### src/rtl/shift_add_multiplier.sv
// rtl/shift_add_multiplier.sv - sequential unsigned shift-and-add multiplier, one partial product per clock
module shift_add_multiplier #(
    parameter int WORD_LENGTH = 8
) (
    input  logic                       clk,
    input  logic                       reset,
    input  logic                       Start,
    input  logic [WORD_LENGTH-1:0]     Multiplicand,
    input  logic [WORD_LENGTH-1:0]     Multiplier,
    output logic [2*WORD_LENGTH-1:0]   Product,
    output logic                       Busy,
    output logic                       Ready,
    output logic                       Clear_Out,
    output logic                       Load_Out
);

    localparam int PW = 2 * WORD_LENGTH;
    localparam int CW = (WORD_LENGTH > 1) ? $clog2(WORD_LENGTH) : 1;

    typedef enum logic [1:0] {
        IDLE = 2'd0,
        LOAD = 2'd1,
        CALC = 2'd2,
        DONE = 2'd3
    } state_t;

    state_t                 state;
    logic [PW-1:0]          mcand;
    logic [WORD_LENGTH-1:0] mplier;
    logic [PW-1:0]          acc;
    logic [CW-1:0]          count;
    logic [PW-1:0]          next_acc;

    always_comb begin
        next_acc = acc;
        if (mplier[0]) begin
            next_acc = acc + mcand;
        end
    end

    // Pulse outputs default low each cycle and are raised only on the edge entering their state.
    always_ff @(posedge clk or negedge reset) begin
        if (!reset) begin
            state     <= IDLE;
            mcand     <= '0;
            mplier    <= '0;
            acc       <= '0;
            count     <= '0;
            Product   <= '0;
            Busy      <= 1'b0;
            Ready     <= 1'b0;
            Clear_Out <= 1'b0;
            Load_Out  <= 1'b0;
        end else begin
            Ready     <= 1'b0;
            Clear_Out <= 1'b0;
            Load_Out  <= 1'b0;
            case (state)
                IDLE: begin
                    if (Start) begin
                        mcand     <= {{WORD_LENGTH{1'b0}}, Multiplicand};
                        mplier    <= Multiplier;
                        acc       <= '0;
                        count     <= '0;
                        Busy      <= 1'b1;
                        Clear_Out <= 1'b1;
                        state     <= LOAD;
                    end
                end
                LOAD: begin
                    state <= CALC;
                end
                CALC: begin
                    acc    <= next_acc;
                    mcand  <= mcand << 1;
                    mplier <= mplier >> 1;
                    count  <= count + CW'(1);
                    if (count == CW'(WORD_LENGTH - 1)) begin
                        Product  <= next_acc;
                        Ready    <= 1'b1;
                        Load_Out <= 1'b1;
                        state    <= DONE;
                    end
                end
                DONE: begin
                    Busy  <= 1'b0;
                    state <= IDLE;
                end
                default: begin
                    Busy  <= 1'b0;
                    state <= IDLE;
                end
            endcase
        end
    end

endmodule

### config.mk
export PLATFORM = sky130hd
export DESIGN_NAME = shift_add_multiplier
export DESIGN_NICKNAME = d
export VERILOG_FILES = /design/src/rtl/shift_add_multiplier.sv
export SDC_FILE = /design/constraint.sdc
export NUM_CORES = 1
export LEC_CHECK = 0
export ABC_AREA = 1
export CORE_UTILIZATION = 55
export DETAILED_ROUTE_END_ITERATION = 12
export PLACE_DENSITY = 0.81
export SYNTH_ARGS = -nofsm -noshare
export SYNTH_HDL_FRONTEND = slang
export SYNTH_SLANG_ARGS = --single-unit
### constraint.sdc
create_clock -name clk -period 2 [get_ports clk]
set_input_delay 0.4 -clock clk [delete_from_list [all_inputs] [get_ports clk]]
set_output_delay 0.4 -clock clk [all_outputs]
set_load 0.01 [all_outputs]
# --- After elaboration in Yosys (flattened, before gate mapping) ---
# Index checks and enable logic that the tools add are counted.
totals:
  romBits: 0
  mem_bits_rw: 0
  register_bits: 64
  n_memories: 0
  inputBits: 19
  output_inout_bits: 20
  latchBits: 0
classes:
  muxes: 18
  order_cmp: 0
  n_eq_ne: 6
  n_mul: 0
  n_reduce_logical: 7
  n_addsub: 2
  n_shift: 0
  n_div: 0
  bitwise_logic: 0
ops:
  columns: ["cell", "count"]
  rows:
  - ["16-bit case mux with 2 select lines", 2]
  - ["16-bit 2-to-1 mux", 3]
  - ["16-bit adder", 1]
  - ["8-bit case mux with 2 select lines", 1]
  - ["8-bit 2-to-1 mux", 1]
  - ["2-bit case mux with 4 select lines", 1]
  - ["2-bit AND reduction", 4]
  - ["3-bit case mux with 2 select lines", 1]
  - ["1-bit 2-to-1 mux", 5]
  - ["2-bit equality test, second input constant", 2]
  - ["2-bit 2-to-1 mux", 2]
  - ["2-bit != test, second input constant", 2]
  - ["2-bit nonzero test", 2]
  - ["3-bit by 1-bit adder with 3-bit output, second input constant", 1]
  - ["3-bit equality test, second input constant", 1]
  - ["3-bit 2-to-1 mux", 1]
  - ["2-bit by 1-bit equality test with 1-bit output, second input constant", 1]
  - ["2-bit logical NOT", 1]
  - ["1-bit case mux with 2 select lines", 1]

# --- Depth between registers and ports, before layout ---
# Gate-level depths: netlist of the first run.
depth:
  depth_word: 3
  ltp_mapped: 12
  mapped_depth_nobuf: 12

# --- Worst setup path after synthesis of the first run ---
# Ideal clock, no wire load.
synth_timing:
  kind: "reg-to-reg"
  start: "register mcand[0]"
  end: "register Product[8]"
  n_path_buf: 0
  period_less_slack_ns: 1.728
  required_ns: 1.883
  arrival_ns: 1.611
  path_stages_with_launch: 12
  setup_slack_ns: 0.272
  path_cell_list: "dfrtp_1 ha_1 fa_1 nand2_1 nand2_1 and2_4 nand2_2 nand2_2 xnor2_1 nand2_1 nand3_1 nand2_1"
synth_via:
  elab_chain_cells: 2
synth_lines:
  columns: ["element", "line", "text"]
  rows:
  - ["start, declared", "28", "logic [PW-1:0] mcand;"]
  - ["start signal, assigned", "61", "mcand <= {{WORD_LENGTH{1'b0}}, Multiplicand};"]
  - ["start signal, assigned", "75", "mcand <= mcand << 1;"]
  - ["16-bit adder", "37", "next_acc = acc + mcand;"]
  - ["16-bit 2-to-1 mux", "36", "if (mplier[0]) begin"]
  - ["end signal, assigned", "79", "Product <= next_acc;"]
  - ["end, declared", "10", "output logic [2*WORD_LENGTH-1:0] Product,"]
# Every way passes these cells.
# A chain may end at the register's enable or synchronous reset.

# --- Final worst setup path of the first run ---
layout_timing:
  start: "register mcand[0]"
  end: "register acc[10]"
layout_via:
  elab_chain_cells: 3
layout_lines:
  columns: ["element", "line", "text"]
  rows:
  - ["16-bit adder", "37", null]
  - ["16-bit 2-to-1 mux", "36", null]
  - ["16-bit case mux with 2 select lines", "58", "case (state)"]
  - ["end signal, assigned", "74", "acc <= next_acc;"]
  - ["end, declared", "30", "logic [PW-1:0] acc;"]
# Every way passes these cells.

==> results.md, run 1 <==
* Status: finished, violations left
* Failing checks: negative hold slack
* Diode count at 0
* Hold Crit Class: in2async
* Worst path bufs/invs at 0
* Grt ovf at 0
* Initial core utilization at 0.581
* Sw power at 3.36 mW
* Adder-cell share of the synthesized area at 0.0716
* Worst ir drop on vdd at 0.00127 V
* DR WL/cell at 13.9 um
* Antenna violations before repair at 0
* P_int at 4.19 mW
* Relative slew slack at 0.677
* Vias per cell at 5.29
* GR Util All Layers at 0.262
* Sw Share at 0.445
* Cell area after synthesis at about 3800 um^2
* CP Max Fanout at 3
* First-pass GRT wire length at 14.4 mm
* Slew Viols, Final at 0
* Post-synthesis compound-gate area fraction at 0.102
* Critical-path top delay cell: dfrtp_1
* Cell repeated most along the worst path: nand2_1
* Post-route DRC at 0
* Clock Path Buffers at 2
* Post-synthesis sequential area ratio at 0.424
* Mapped Cells at 480
* Crit path largest cell delay at between 0.3 and 0.4 ns
* Reg clk slew, reported paths at ~0.080 ns
* Max cap viols at 0
* Crit path cell chain: ha_2, fa_2, nand2_1, nand2_1, nand3b_1, nand2_2, nand2_1, nand2_1, nand2_1, nand3_1, nand3_1, nand2_1
* Commonest cells after routing, fill and taps aside: 147 x nand2_1, 64 x dfrtp_1, 56 x inv_1, 37 x clkdlybuf4s50_1, 36 x nand3_1
* Mean area per synthesized cell at a little under 8 um^2
* Clock Latency Late Sink at about 0.35 ns
* RSZ-0062 raised after global routing: false
* Setup_tns at 0 ns
* Syn nets at 520
* Cell depth of the worst setup path at 12
* YS warnings at 0
* Largest family of logic cells by synthesized area: simple AND/OR/NAND/NOR gates
* FF+latch count, synth at 64
* Final Cycle Share at 0.922
* Critical path required time at roughly 2.3 ns
* IO Count at 39
* Die width at 84.8 um
* Die Ht at 84.8 um
* Worst Setup SP: mcand[0]
* Fmax at 0.543 GHz
* 1st-pass router iterations at 4
* Fill count at between 500 and 600
* Clk network pwr share at 0.169
* Number of flops mapped to enable cells by yosys at 0
* Largest net degree at the start of global routing at 40
* CP startpoint kind: flop
* Synth unique cells at 36
* Placed cells at 588
* Setup crit end kind: flop
* Skew final at around 0.012 ns
* Number of clock sinks at 64
* Fin nets at 562
* Commonest non-fill, non-tap cell in the layout: nand2_1
* Final Power at ~7.6 mW
* Min Clock Period, post-route at 1.84 ns
* Total wire length at around 8.4 mm
* Flop pwr share at 0.289
* RePlAce Congestion at 0.899
* Initial drt markers at approximately 240
* Die area at just over 7000 um^2
* Non-Filler Instances at 604
* Setup Viol. Count Final at 0
* Core ar. at about 6500 um^2
* DP Wirelength at 6.27 mm
* Hold Slack at -0.000670 ns
* Area growth syn-to-layout at 18.2%
* Root buf cell: clkbuf_8
* Cts bufs inserted at 9
* Number of global-route vias before repair at 3107
* Comb pwr share at 0.542
* R2R Path End: acc[10]
* IO Port Bufs at 38
* Asr flop ratio synth at 1.00
* Worst reg2reg path depth at 12
* Vias at 3197
* Simple-Gate Fraction of Synth Area at 0.292
* # hold bufs at CTS at 0
* Post-Synth XOR/XNOR Area at 0.0116
* Post-DRT Antenna Nets at 0
* Top FF cell, synth: dfrtp_1
* CP top delay family: simple AND/OR/NAND/NOR gates
* Fraction of layout cells with a size suffix above 1 at 0.142
* Hold violation count in the final report at 3
* R2r startpoint: mcand[0]
* Crit path to: acc[10]
* P per Cell Area at 1690 nW/um^2
* Row Count at 29
* CTS tree: done
* Multiplexer share of the synthesized area at 0
* Setup Crit Path Kind: reg2reg
* Leak pwr at 2.31 nW
* Worst Tran Pin Value at 0.484 ns
* Flop-to-flop setup slack at roughly 0.16 ns
* Worst EP arrival at roughly 2.1 ns
* CTS H-Tree Depth at 3
## what timing repair did
item | in CTS | in global routing
endpoints found under the setup margin | 0 | 9
setup buffers | 0 | 0
endpoints found under the hold margin | 0 | 0
resized for setup | 0 | 4
## layer usage
layer / up-vias / part of all wire / track usage
met5: - / 0 / 0
met2: 82 / 0.50 / 0.443
li1: 1611 / - / -
met1: 1492 / 0.43 / 0.331
met3: 12 / 0.048 / 0.0545
met4: 0 / 0.019 / 0.106
## registers in the layout (all words and copies together), names as in the netlist
name and cells:
mcand 16, state 2, Load_Out 1, count 3, Busy 1, acc 16, mplier 8, Clear_Out 1
Product 16
## worst min-delay path by stage
stage	start	endpoint	slack (ns)
finish	reset	acc[13]	-0.0007
global route	reset	acc[13]	0.03
floorplan	reset	Busy	0.10
CTS	reset	Product[13]	0.007
detailed placement	reset	Product[13]	0.39
global placement	reset	Product[13]	0.37
## cells by family after synthesis
family          count (synthesis)
flops                          64
xor+xnor                        5
fa+ha+maj                      21
buf+inv                        83
compound gates                 67
simple gates                  240
## cell usage after synthesis, types with 3 or more instances
cell type	count	area, um^2
inv_1	56	210
nor2_1	19	71.3
ha_1	20	250
o211ai_1	7	52.6
nand3_2	4	40.0
a31oi_1	7	43.8
o21ai_0	17	85.1
dfrtp_1	64	1600
buf_2	5	25.0
nand2_1	148	556
buf_4	3	22.5
or2_2	8	50.1
o21ai_1	15	75.1
nand3_1	36	180
clkbuf_1	4	15.0
nand2_2	12	75.1
clkbuf_8	3	41.3
a21oi_1	9	45.0
xnor2_1	3	26.3
o22ai_1	9	56.3
inv_2	10	37.5
## through the flow
stage          utilization  worst slack [ns]  hold WS (ns)  area (um^2)
2_1_floorplan            -             0.272         0.104         3770
3_3_place_gp         0.650             0.164         0.366         4220
3_5_place_dp         0.650             0.102         0.388         4220
4_1_cts              0.685            0.0455       0.00681         4450
5_1_grt              0.687            0.0300        0.0319         4460
6_report             0.687             0.157     -0.000670         4460
## area by class of cell
class / count / area, um^2 / share of cell area
clock buffers: 12 / 155 / 0.0348
clock inverters: 4 / 76.3 / 0.0171
inverters: 66 / 248 / 0.0555
multi-input cells: 333 / 1810 / 0.406
flip-flops and latches: 64 / 1600 / 0.359
well taps: 77 / 96.3 / 0.0216
repair buffers: 48 / 475 / 0.107
## power by group through the flow
stage / combinational [mW] / sequential (mW) / clock, mW
after global routing: 4.62 / 2.24 / 1.35
after floorplan: 3.09 / 2.12 / 0
after detailed placement: 4.06 / 2.19 / 0
after CTS: 4.08 / 2.17 / 1.30
final: 4.10 / 2.18 / 1.27
after global placement: 3.90 / 2.17 / 0
Note: power is estimated with default switching activity, not from simulation.
==> run 2: changes to the inputs <==
--- a/config.mk
+++ b/config.mk
@@ -6,5 +6,5 @@
 export NUM_CORES = 1
 export LEC_CHECK = 0
-export ABC_AREA = 1
+export ABC_AREA = 0
 export CORE_UTILIZATION = 55
 export DETAILED_ROUTE_END_ITERATION = 12
==> constraint.sdc (replaced) <==
create_clock -name clk -period 2 [get_ports clk]
set_input_delay 0.4 -clock clk [delete_from_list [all_inputs] [get_ports clk]]
set_output_delay 0.4 -clock clk [all_outputs]
set_load 0.005 [all_outputs]
==> results.md, run 2 <==
* Min Clock Period, post-route at 2.38 ns (+0.533 ns)
* Post-DRT Antenna Nets at 0 (unchanged)
* Finished Core Util at 0.810 (+0.122)
* RePlAce Congestion at 0.932 (+3.6%)
* Clock Path Buffers at 2 (unchanged)
* Asr flop ratio synth at 1.00 (unchanged)
* Initial core utilization at 0.580 (-0.00146)
* Relative slew slack at 0.627 (-0.0506)
* Fmax at 0.421 GHz (-22%)
* Number of global-route vias before repair at 2959 (-4.8%)
* Post-route DRC at 0 (unchanged)
* Most numerous cell in the Yosys netlist: dfrtp_1
* DR WL/cell at 18.7 um (+34%)
* Number of flops mapped to enable cells by yosys at 0 (unchanged)
* Pre-CTS setup slack at -0.279 ns (-0.381 ns)
* GR Util All Layers at 0.283 (+0.0211)
* Core ar. at 6030 um^2 (-7.2%)
* Mapped Cells at 342 (-29%)
* DP Wirelength at 5.81 mm (-7.5%)
* Vias at 3223 (+0.81%)
* First-pass GRT wire length at 13.9 mm (-3.6%)
* Setup_tns at -5.28 ns (-5.28 ns)
* Top post-synthesis cells by count: 64 x dfrtp_1, 47 x nand2_1, 40 x o21ai_0, 30 x mux2i_1, 22 x a22o_1
* R2r startpoint: mcand[0]
* Top FF cell, synth: dfrtp_1
* Leak pwr at 2.30 nW (-0.52%)
* Post-synth top area share at 0.458 (+0.0342)
* Skew final at 0.0120 ns (+0.000385 ns)
* Status: finished, violations left
* Cts bufs inserted at 9 (unchanged)
* CP startpoint kind: flop
* CP Max Fanout at 2 (-1)
* Crit path cell chain: ha_2, fa_2, a211oi_2, o21bai_2, a21oi_2, o211a_4, o21ai_4, mux2i_1, a211o_1
* Critical-path top delay cell: dfrtp_1
* 1st-pass router iterations at 5 (+1)
* Setup Crit Path Kind: reg2reg
* Setup Viol. Count Final at 23 (+23)
* FF+latch count, synth at 64 (unchanged)
* Syn nets at 382 (-27%)
* Synth top area cells: dfrtp_1 46%, mux2i_1 8.6%, ha_1 7.2%
* Root buf cell: clkbuf_8
* Critical path required time at 2.24 ns (about the same)
* Row Count at 28 (-3.4%)
* Post-route setup slack at -0.377 ns (-0.533 ns)
* Worst EP arrival at 2.62 ns (+0.53 ns)
* Fin nets at 483 (-14%)
* Max cap viols at 0 (unchanged)
* Grt ovf at 0 (unchanged)
* RSZ-0062 raised after global routing: true
* Failing checks: negative setup slack
* Number of clock sinks at 64 (unchanged)
* Mean area per synthesized cell at 10.2 um^2 (+30%)
* Worst Setup SP: mcand[0]
* Hold Slack at 0.480 ns (+0.481 ns)
* Vias per cell at 6.16 (+16%)
* Antenna violations before repair at 0 (unchanged)
* Die Ht at 81.7 um (-3.7%)
* Slew Viols, Final at 0 (unchanged)
* Synth unique cells at 47 (+31%)
* Largest net degree at the start of global routing at 41 (+2.5%)
* CTS H-Tree Depth at 3 (unchanged)
* Commonest non-fill, non-tap cell in the layout: dfrtp_1
* Fraction of layout cells with a size suffix above 1 at 0.270 (+0.128)
* Yosys top cell by area: dfrtp_1
* Multi-input gate area at 2010 um^2 (+11%)
* Hold Crit Class: in2async
* Largest regs: Product: 16 flops, acc: 16 flops, mcand: 16 flops
* Worst ir drop on vdd at 0.000894 V (-29%)
* Commonest cells after routing, fill and taps aside: 64 x dfrtp_1, 59 x buf_4, 46 x nand2_1, 37 x clkdlybuf4s50_1
* Fill count at 338 (-36%)
* CTS tree: done
* Die area at 6670 um^2 (-7.3%)
* Area growth syn-to-layout at 39.6%
* Total wire length at 9.78 mm (+16%)
* Register area at 1600 um^2 (unchanged)
* Setup crit end kind: flop
* YS warnings at 0 (unchanged)
* Initial drt markers at 213 (-11%)
* Crit path largest cell delay at 0.39 ns (about the same)
* Post-synthesis sequential area ratio at 0.458 (+0.0342)
* P per Cell Area at 1440 nW/um^2 (-15%)
* Clock Latency Late Sink at 0.35 ns (about the same)
* IO Count at 39 (unchanged)
* Hold violation count in the final report at 0 (-3)
* Final Cycle Share at 1.19 (+0.267)
* Diode count at 0 (unchanged)
* Die width at 81.7 um (-3.7%)
* IO Port Bufs at 38 (unchanged)
* Cell area after synthesis at 3490 um^2 (-7.5%)
* Reg clk slew, reported paths at 0.07 ns (about the same)
* Worst Tran Pin Value at 0.560 ns (+0.0759 ns)
run 2: cell count changes after synthesis, moves of 9 or more:
cell	delta
inv_1	-49
inv_2	-10
nand2_2	-12
nand2_1	-101
o21ai_0	+23
a22o_1	+20
mux2i_1	+30
nand3_1	-32
o21ai_1	-11
clkbuf_1	+9
run 2: logic make-up after synthesis:
kind of cell	after synthesis	synth area share
AOI/OAI and AO/OA	108	0.215
and+or+nand+nor	84	0.107
DFF	64	0.458
muxes	30	0.0860
buffers and inverters	23	0.0261
adders and majority gates	21	0.0774
xor gates and xnor gates	12	0.0301
run 2: layout make-up:
type                    count  share of cell area
multi-input cells         255               0.412
flip-flops and latches     64               0.328
repair buffers            106               0.192
clock buffers              10              0.0262
well taps                  75              0.0192
clock inverters             6              0.0172
inverters                   7             0.00539
run 2: routing by layer:
metal,wire [um],GRT usage
met3,676,0.0456
met2,4730,0.458
met1,4020,0.360
met5,0,0
met4,350,0.161
run 2: through the flow:
| step | total power, mW | std cells | area (um^2) |
|---|---|---|---|
| after global placement | 5.10 | 497 | 4390 |
| final | 7.01 | 523 | 4880 |
| after floorplan | 3.94 | 342 | 3520 |
| after detailed placement | 5.25 | 497 | 4390 |
| after CTS | 6.66 | 519 | 4780 |
| after global routing | 7.34 | 523 | 4880 |
run 2: what timing repair did:
action / CTS / global route
gates resized for setup: 25 / 15
endpoints found under the setup margin: 16 / 23
hold buffers: 1 / 0
pin swaps: 10 / 11
setup buffers: 5 / 4
endpoints found under the hold margin: 10 / 0
run 2: path summary, 6_finish.rpt:
check,end,slack (ns),cells after the start
worst max-delay path,Product[14],-0.38,9
worst min-delay path,mplier[6],0.48,2
worst max register to register,Product[14],-0.38,9
worst min register to register,Product[6],0.48,2
max in group asynchronous,Product[5],1.06,3
min in group clk,Product[6],0.48,2
run 2: critical path, delay by kind of cell (launching register included):
family / cells / cell delay [ns]
adders and majority gates: 2 / 0.57
AOI/OAI and AO/OA: 6 / 1.16
muxes: 1 / 0.14
DFF: 1 / 0.39
run 2: power breakdown:
part | switching [mW] | internal [mW]
Combinational | 2.00 | 1.79
Clock | 0.501 | 0.697
Sequential | 0.327 | 1.69
